[src/rtl/time_encoder.sv]
// time_encoder: converts BCD time HH:MM:SS.CC into a clock-cycle count
// (total centiseconds * TICKS_PER_CS) using digit accumulation followed by
// a bit-serial shift-and-add against the constant.
//
// state | meaning
// IDLE  | waiting for start; digits latched on accept
// CHECK | range-check latched digits
// ACC   | fold 8 digits MSD-first into acc (mixed radix 10/6)
// SCALE | shift-and-add acc by TICKS_PER_CS, one constant bit per cycle
// DONE  | pulse done (and err on bad digits); load cnt on success
module time_encoder #(
    parameter int unsigned TICKS_PER_CS = 100000,
    parameter int unsigned MULT_W       = 17
) (
    input  logic        clk,
    input  logic        rst,
    input  logic        start,
    input  logic [3:0]  h1,
    input  logic [3:0]  h0,
    input  logic [3:0]  m1,
    input  logic [3:0]  m0,
    input  logic [3:0]  s1,
    input  logic [3:0]  s0,
    input  logic [3:0]  cs1,
    input  logic [3:0]  cs0,
    output logic        busy,
    output logic        done,
    output logic        err,
    output logic [63:0] cnt
);

    localparam int unsigned CW = $clog2(MULT_W + 1);
    localparam logic [MULT_W-1:0] TICKS_VEC = MULT_W'(TICKS_PER_CS);

    typedef enum logic [2:0] {
        IDLE  = 3'd0,
        CHECK = 3'd1,
        ACC   = 3'd2,
        SCALE = 3'd3,
        DONE  = 3'd4
    } state_t;

    state_t             state;
    logic [31:0]        digs;      // {h1,h0,m1,m0,s1,s0,cs1,cs0}, shifted left during ACC
    logic [24:0]        acc;
    logic [63:0]        product;
    logic [63:0]        mcand;     // acc shifted left once per SCALE step
    logic [MULT_W-1:0]  mult;      // remaining constant bits, LSB is current
    logic [CW-1:0]      tmr;       // down-counter, phase ends at zero
    logic               bad;

    logic               range_bad;
    logic [24:0]        acc_scaled;
    logic [24:0]        acc_next;

    // Digit range check on the latched digits (tens of h/m/s max 5, others max 9)
    always_comb begin
        range_bad = (digs[31:28] > 4'd5) || (digs[27:24] > 4'd9) ||
                    (digs[23:20] > 4'd5) || (digs[19:16] > 4'd9) ||
                    (digs[15:12] > 4'd5) || (digs[11:8]  > 4'd9) ||
                    (digs[7:4]   > 4'd9) || (digs[3:0]   > 4'd9);
    end

    // Next accumulator value: *6 before a tens-of-minutes/seconds digit, *10 otherwise.
    // The first step multiplies a cleared acc, so it simply loads h1.
    always_comb begin
        acc_scaled = 25'd0;
        if (tmr == CW'(5) || tmr == CW'(3)) begin
            acc_scaled = (acc << 2) + (acc << 1);
        end else begin
            acc_scaled = (acc << 3) + (acc << 1);
        end
        acc_next = acc_scaled + {21'd0, digs[31:28]};
    end

    // Conversion FSM with registered handshake outputs and result
    always_ff @(posedge clk or posedge rst) begin
        if (rst) begin
            state   <= IDLE;
            digs    <= '0;
            acc     <= '0;
            product <= '0;
            mcand   <= '0;
            mult    <= '0;
            tmr     <= '0;
            bad     <= 1'b0;
            busy    <= 1'b0;
            done    <= 1'b0;
            err     <= 1'b0;
            cnt     <= '0;
        end else begin
            done <= 1'b0;
            err  <= 1'b0;
            case (state)
                IDLE: begin
                    busy <= start;
                    if (start) begin
                        digs    <= {h1, h0, m1, m0, s1, s0, cs1, cs0};
                        acc     <= '0;
                        product <= '0;
                        bad     <= 1'b0;
                        state   <= CHECK;
                    end
                end
                CHECK: begin
                    bad <= range_bad;
                    if (range_bad) begin
                        state <= DONE;
                    end else begin
                        tmr   <= CW'(7);
                        state <= ACC;
                    end
                end
                ACC: begin
                    acc  <= acc_next;
                    digs <= {digs[27:0], 4'd0};
                    if (tmr == '0) begin
                        mcand <= {39'd0, acc_next};
                        mult  <= TICKS_VEC;
                        tmr   <= CW'(MULT_W - 1);
                        state <= SCALE;
                    end else begin
                        tmr <= tmr - 1'b1;
                    end
                end
                SCALE: begin
                    if (mult[0]) begin
                        product <= product + mcand;
                    end
                    mcand <= mcand << 1;
                    mult  <= mult >> 1;
                    if (tmr == '0) begin
                        state <= DONE;
                    end else begin
                        tmr <= tmr - 1'b1;
                    end
                end
                DONE: begin
                    done <= 1'b1;
                    err  <= bad;
                    if (!bad) begin
                        cnt <= product;
                    end
                    state <= IDLE;
                end
                default: begin
                    state <= IDLE;
                end
            endcase
        end
    end

endmodule

[config.mk]
export PLATFORM = sky130hd
export DESIGN_NAME = time_encoder
export DESIGN_NICKNAME = d
export VERILOG_FILES = /design/src/rtl/time_encoder.sv
export SDC_FILE = /design/constraint.sdc
export NUM_CORES = 1
export LEC_CHECK = 0
export ABC_CLOCK_PERIOD_IN_PS = 7850
export BUFFER_PORTS_ARGS = -buffer_cell sky130_fd_sc_hd__buf_2
export CAP_MARGIN = 0
export CORE_MARGIN = 3
export CORE_UTILIZATION = 45
export CTS_BUF_LIST = sky130_fd_sc_hd__clkbuf_8
export DETAILED_ROUTE_END_ITERATION = 16
export GPL_ROUTABILITY_DRIVEN = 0
export GPL_TIMING_DRIVEN = 1
export PLACE_DENSITY_LB_ADDON = 0.12
export SYNTH_ARGS = -nofsm -noshare
export SYNTH_HDL_FRONTEND = slang
export SYNTH_SLANG_ARGS = --single-unit
[constraint.sdc]
create_clock -name clk -period 7.85 [get_ports clk]
set_input_delay 0.785 -clock clk [delete_from_list [all_inputs] [get_ports clk]]
set_output_delay 0.785 -clock clk [all_outputs]
set_load 0.02 [all_outputs]
==> tab_implementation.tex <==
\begin{tabular}{lr}
\hline
Metric & Value \\
\hline
\multicolumn{2}{l}{\textbf{Clock network}} \\
\quad Clock-pin slew on the worst setup and hold paths & around 0.06 ns \\
\quad Number of buffers inserted for hold repair after clock tree synthesis & 0 \\
\quad Total of cells resized after clock tree synthesis & 0 \\
\quad Post-CTS Setup Bufs & 0 \\
\quad TritonCTS clock tree & done \\
\quad Total clock buffers created by CTS & between 40 and 50 \\
\quad Clock H-tree levels & 2 \\
\quad Longest Clk Path Bufs & 3 \\
\quad Later-pin clock latency in the skew report & about 0.62 ns \\
\quad Number of clock sinks & between 200 and 300 \\
\quad Clock Root Buffer & sky130\_fd\_sc\_hd\_\_clkbuf\_8 \\
\multicolumn{2}{l}{\textbf{Timing}} \\
\quad Setup TNS after final layout & 0 ns \\
\quad Maximum clock frequency & between 200 and 300 MHz \\
\quad Unrepaired setup endpoints after global routing & false \\
\quad Final Hold Violating Endpoints & 0 \\
\quad Number of slew-limit violations in the final report & 0 \\
\quad Final setup violation count & 0 \\
\quad Fin Clk Skew & about 0.022 ns \\
\quad Fin Hold WS & approximately 0.37 ns \\
\quad Slew headroom & 0.211 \\
\quad Min cycle time layout & approximately 4 ns \\
\quad Worst Tran Pin Value & between 1 and 1.5 ns \\
\quad Share of the cycle needed by the critical path after routing & 0.502 \\
\multicolumn{2}{l}{\textbf{Finish}} \\
\quad Total Nets Final & about 2100 \\
\quad Footprint of the multi-input gates & about 0.0098 mm2 \\
\quad Combined flip-flop and latch cell area & $\sim$0.007 mm2 \\
\quad Antenna diode count & 0 \\
\quad Layout overhead on the synthesized area & 11.1\% \\
\quad Filler cell count & 3635 \\
\quad Final Instance Area & 0.0192 mm2 \\
\quad Share of final-layout standard cells stronger than drive strength 1 & 0.149 \\
\quad Layout Cells excl Fill & about 2500 \\
\multicolumn{2}{l}{\textbf{Critical path}} \\
\quad Critical path arrival & 4.39 ns \\
\quad Kind of end point of the critical path & register \\
\quad Reg-to-reg critical path endpoint & mcand[23]\$\_DFFE\_PP0P\_ \\
\quad Critical Path, Cell by Cell & ha\_1, mux2i\_1, nor3\_2, buf\_4, o21ai\_0, inv\_1, fa\_1, inv\_1, a21oi\_1, nor2\_1, inv\_1, or4b\_4, nor2\_2, nand4b\_1, nor4b\_2, xor2\_1, o21ai\_1 \\
\quad FF-to-FF setup slack & around 3.9 ns \\
\quad Critical path's largest stage delay & $\sim$0.56 ns \\
\quad Most repeated library cell on the critical path & sky130\_fd\_sc\_hd\_\_inv\_1 \\
\quad Nature of the critical path startpoint & register \\
\quad Setup Crit Path Kind & register to register \\
\quad Max Fanout on Critical Path & 20 \\
\quad Worst reg2reg path depth & 17 \\
\quad Launching instance or port of the critical path & tmr[0]\$\_DFFE\_PP0P\_ \\
\quad Startpoint of the worst register-to-register path & tmr[0]\$\_DFFE\_PP0P\_ \\
\quad End of the critical path & mcand[23]\$\_DFFE\_PP0P\_ \\
\quad Crit-path slowest cell & sky130\_fd\_sc\_hd\_\_or4b\_4 \\
\quad Endpoint required time on the critical path & 8.30 ns \\
\multicolumn{2}{l}{\textbf{Job}} \\
\quad Max-capacitance violation count & 0 \\
\multicolumn{2}{l}{\textbf{Synth}} \\
\quad Count of mapped cells out of synthesis & about 1900 \\
\quad Mean area per synthesized cell & 9.00 um2 \\
\quad Share of async-settable or async-resettable flops after synthesis & 1.00 \\
\quad Fraction of the yosys area taken by sequential cells & 0.402 \\
\quad Count of flip-flops with a built-in enable after synthesis & 0 \\
\quad Post-synthesis instance area & 0.0173 mm2 \\
\quad Flop and latch count out of synthesis & about 280 \\
\quad Post-synthesis net count & 2068 \\
\quad Post-synth cell types & between 80 and 90 \\
\quad Dominant register cell in the synthesized netlist & sky130\_fd\_sc\_hd\_\_dfrtp\_1 \\
\quad Number of warnings issued by yosys & 0 \\
\multicolumn{2}{l}{\textbf{Outcome}} \\
\quad Result of the run & complete, no violations \\
\multicolumn{2}{l}{\textbf{Detailed routing}} \\
\quad DRC errors left & 0 \\
\quad Initial DRC Count & roughly 730 \\
\quad Average vias per placed instance & between 5 and 6 \\
\quad Top layer used by detailed routing & met4 \\
\quad Routed wire length on met2 & between 15000 and 20000 um \\
\quad Met3 routed wirelength & around 1900 um \\
\quad First-pass iteration count of the detailed router & 7 \\
\quad Vias after detailed routing & $\sim$14000 \\
\quad Post-route met1 wirelength & 20300 um \\
\quad Count of nets left with antenna violations after detail routing & 0 \\
\quad Post-detailed-route wirelength per cell & 17.0 um \\
\quad Final routed wirelength across all metal layers & between 40000 and 50000 um \\
\multicolumn{2}{l}{\textbf{Floorplan}} \\
\quad Total die area & 0.0407 mm2 \\
\quad Die extent in y & about 200 um \\
\quad I/O Pins & 102 \\
\quad Core Footprint & around 0.038 mm2 \\
\quad Die width & 202 um \\
\quad Cell Rows & around 70 \\
\quad Effective utilization at floorplan & 0.457 \\
\multicolumn{2}{l}{\textbf{Min path}} \\
\quad Hold Path Cell Cnt & 3 \\
\quad Path type of the worst min-delay path & input port to register \\
\multicolumn{2}{l}{\textbf{Place}} \\
\quad Buffers added on ports & slightly above 100 \\
\quad Sum of net half-perimeters after detailed placement & about 30000 um \\
\quad Placed cells & around 2500 \\
\quad DP Area & about 0.018 mm2 \\
\multicolumn{2}{l}{\textbf{Power and ir drop}} \\
\quad Worst supply voltage drop on vdd & around 160 uV \\
\quad Power density of the placed cells & 230 mW/mm2 \\
\quad LEAKAGE & slightly above 0.009 uW \\
\quad Pwr Total & 4400 uW \\
\multicolumn{2}{l}{\textbf{GRT}} \\
\quad Antenna violations before repair & 0 \\
\quad Grt total ovfl & 0 \\
\quad Total Routing Usage GR & 0.212 \\
\quad Global-route wire length before repair & 72500 um \\
\quad Number of global-route vias before repair & roughly 14000 \\
\quad Pin count of the biggest net entering global routing & 157 \\
\hline
\end{tabular}
## layout by cell type, fill, tap and decap left out, types with 7 or more instances in the layout
cell	n
sky130_fd_sc_hd__o21a_1	9
sky130_fd_sc_hd__nand3_1	54
sky130_fd_sc_hd__a22oi_1	24
sky130_fd_sc_hd__a21o_1	47
sky130_fd_sc_hd__and2_1	15
sky130_fd_sc_hd__nand2b_1	12
sky130_fd_sc_hd__nor3b_1	7
sky130_fd_sc_hd__o21ai_1	10
sky130_fd_sc_hd__o21bai_1	18
sky130_fd_sc_hd__buf_4	15
sky130_fd_sc_hd__buf_2	101
sky130_fd_sc_hd__a21oi_1	115
sky130_fd_sc_hd__nand4_1	19
sky130_fd_sc_hd__o21ai_0	213
sky130_fd_sc_hd__dfrtp_1	277
sky130_fd_sc_hd__o31ai_1	11
sky130_fd_sc_hd__nor3_1	20
sky130_fd_sc_hd__inv_1	43
sky130_fd_sc_hd__nand2_1	311
sky130_fd_sc_hd__a211oi_1	18
sky130_fd_sc_hd__clkbuf_8	63
sky130_fd_sc_hd__xnor2_1	57
sky130_fd_sc_hd__clkinv_2	9
sky130_fd_sc_hd__mux2i_1	18
sky130_fd_sc_hd__a31oi_1	43
sky130_fd_sc_hd__or3_1	8
sky130_fd_sc_hd__and3_1	10
sky130_fd_sc_hd__mux2_2	64
sky130_fd_sc_hd__nor2_1	116
sky130_fd_sc_hd__nor2b_1	8
sky130_fd_sc_hd__o211ai_1	12
sky130_fd_sc_hd__ha_1	112
sky130_fd_sc_hd__a22o_1	8
sky130_fd_sc_hd__xor2_1	51
## state kept, by name, summed over array words and instances, names as in the netlist
signal and cells:
state 3, tmr 5, acc 24, digs 32
bad 1, busy 1, mult 17, mcand 64
product 64, cnt 64, done 1, err 1
## cell usage after synthesis (all sizes together), types with 5 or more instances
library cell	instances	area share
mux2i	18	0.010
a211oi	19	0.0086
and3	12	0.0045
and2	15	0.0054
nand3	55	0.016
a22oi	24	0.010
nand2	313	0.068
ha	112	0.081
nor2b	9	0.0033
a21o	47	0.020
a21oi	117	0.034
o211ai	12	0.0052
or3	9	0.0033
nor3	23	0.0075
or2	5	0.0018
nor2	120	0.026
o21bai	18	0.0078
mux2	64	0.042
o21ai	225	0.066
o31ai	11	0.0048
nand4	20	0.0081
nand2b	12	0.0044
xor2	51	0.026
xnor2	57	0.029
nor4	6	0.0030
clkbuf	80	0.019
a22o	8	0.0041
dfrtp	277	0.40
a31oi	43	0.016
inv	34	0.0074
nor3b	8	0.0038
buf	13	0.0062
o21a	9	0.0039
## report_power, final
part	internal, uW	switching [uW]
clock	789	624
combinational	427	758
sequential	1620	182
total	2840	1560
## kinds of logic after synthesis
family                     after synthesis  share of synthesized area
DFF                                    277                      0.402
muxes                                   82                     0.0522
buffers and inverters                  129                     0.0330
and+or+nand+nor                        627                      0.167
xor gates and xnor gates               108                     0.0548
adders and majority gates              116                     0.0859
AOI/OAI and AO/OA                      578                      0.205
## final cells by class
cell class | instances | area share
multi-input combinational | 1511 | 0.511
sequential | 277 | 0.361
clock buffer | 63 | 0.0452
tap | 511 | 0.0333
timing repair buffer | 117 | 0.0333
clock inverter | 25 | 0.00907
inverter | 35 | 0.00705
## how the worst min path moves through the flow
| stage | startpoint | endpoint | slack (ns) |
|---|---|---|---|
| finish | cs0[3] | digs[3]$_DFFE_PP0P_ | 0.37 |
| global route | cs0[1] | digs[1]$_DFFE_PP0P_ | 0.35 |
| CTS | cs0[1] | digs[1]$_DFFE_PP0P_ | 0.32 |
| detailed placement | mult[16]$_DFFE_PP0P_ | mult[16]$_DFFE_PP0P_ | 0.47 |
| global placement | mult[4]$_DFFE_PP0P_ | mult[3]$_DFFE_PP0P_ | 0.46 |
| floorplan | mult[16]$_DFFE_PP0P_ | mult[16]$_DFFE_PP0P_ | 0.45 |
## metal layers
metal / vias up / global-route usage
met1: 6737 / 0.291
met3: 72 / 0.0356
met2: 331 / 0.351
li1: 7067 / -
met5: - / 0
met4: 0 / 0.0581
## metrics by stage
step | setup slack, ns | util
finish | 3.91 | 0.508
global route | 3.53 | 0.508
CTS | 3.91 | 0.508
detailed placement | 3.89 | 0.480
global placement | 4.00 | 0.480
floorplan | 3.40 | -
## worst max-delay path: cells and delay by family (launching register included)
kind            cells  cell delay (ns)
fa+ha+maj           2             0.65
mux                 1             0.21
simple gates        6             1.48
xor+xnor            1             0.23
buf+inv             4             0.46
compound gates      3             0.37
flops               1             0.42
Note: power is estimated with default switching activity, not from simulation.
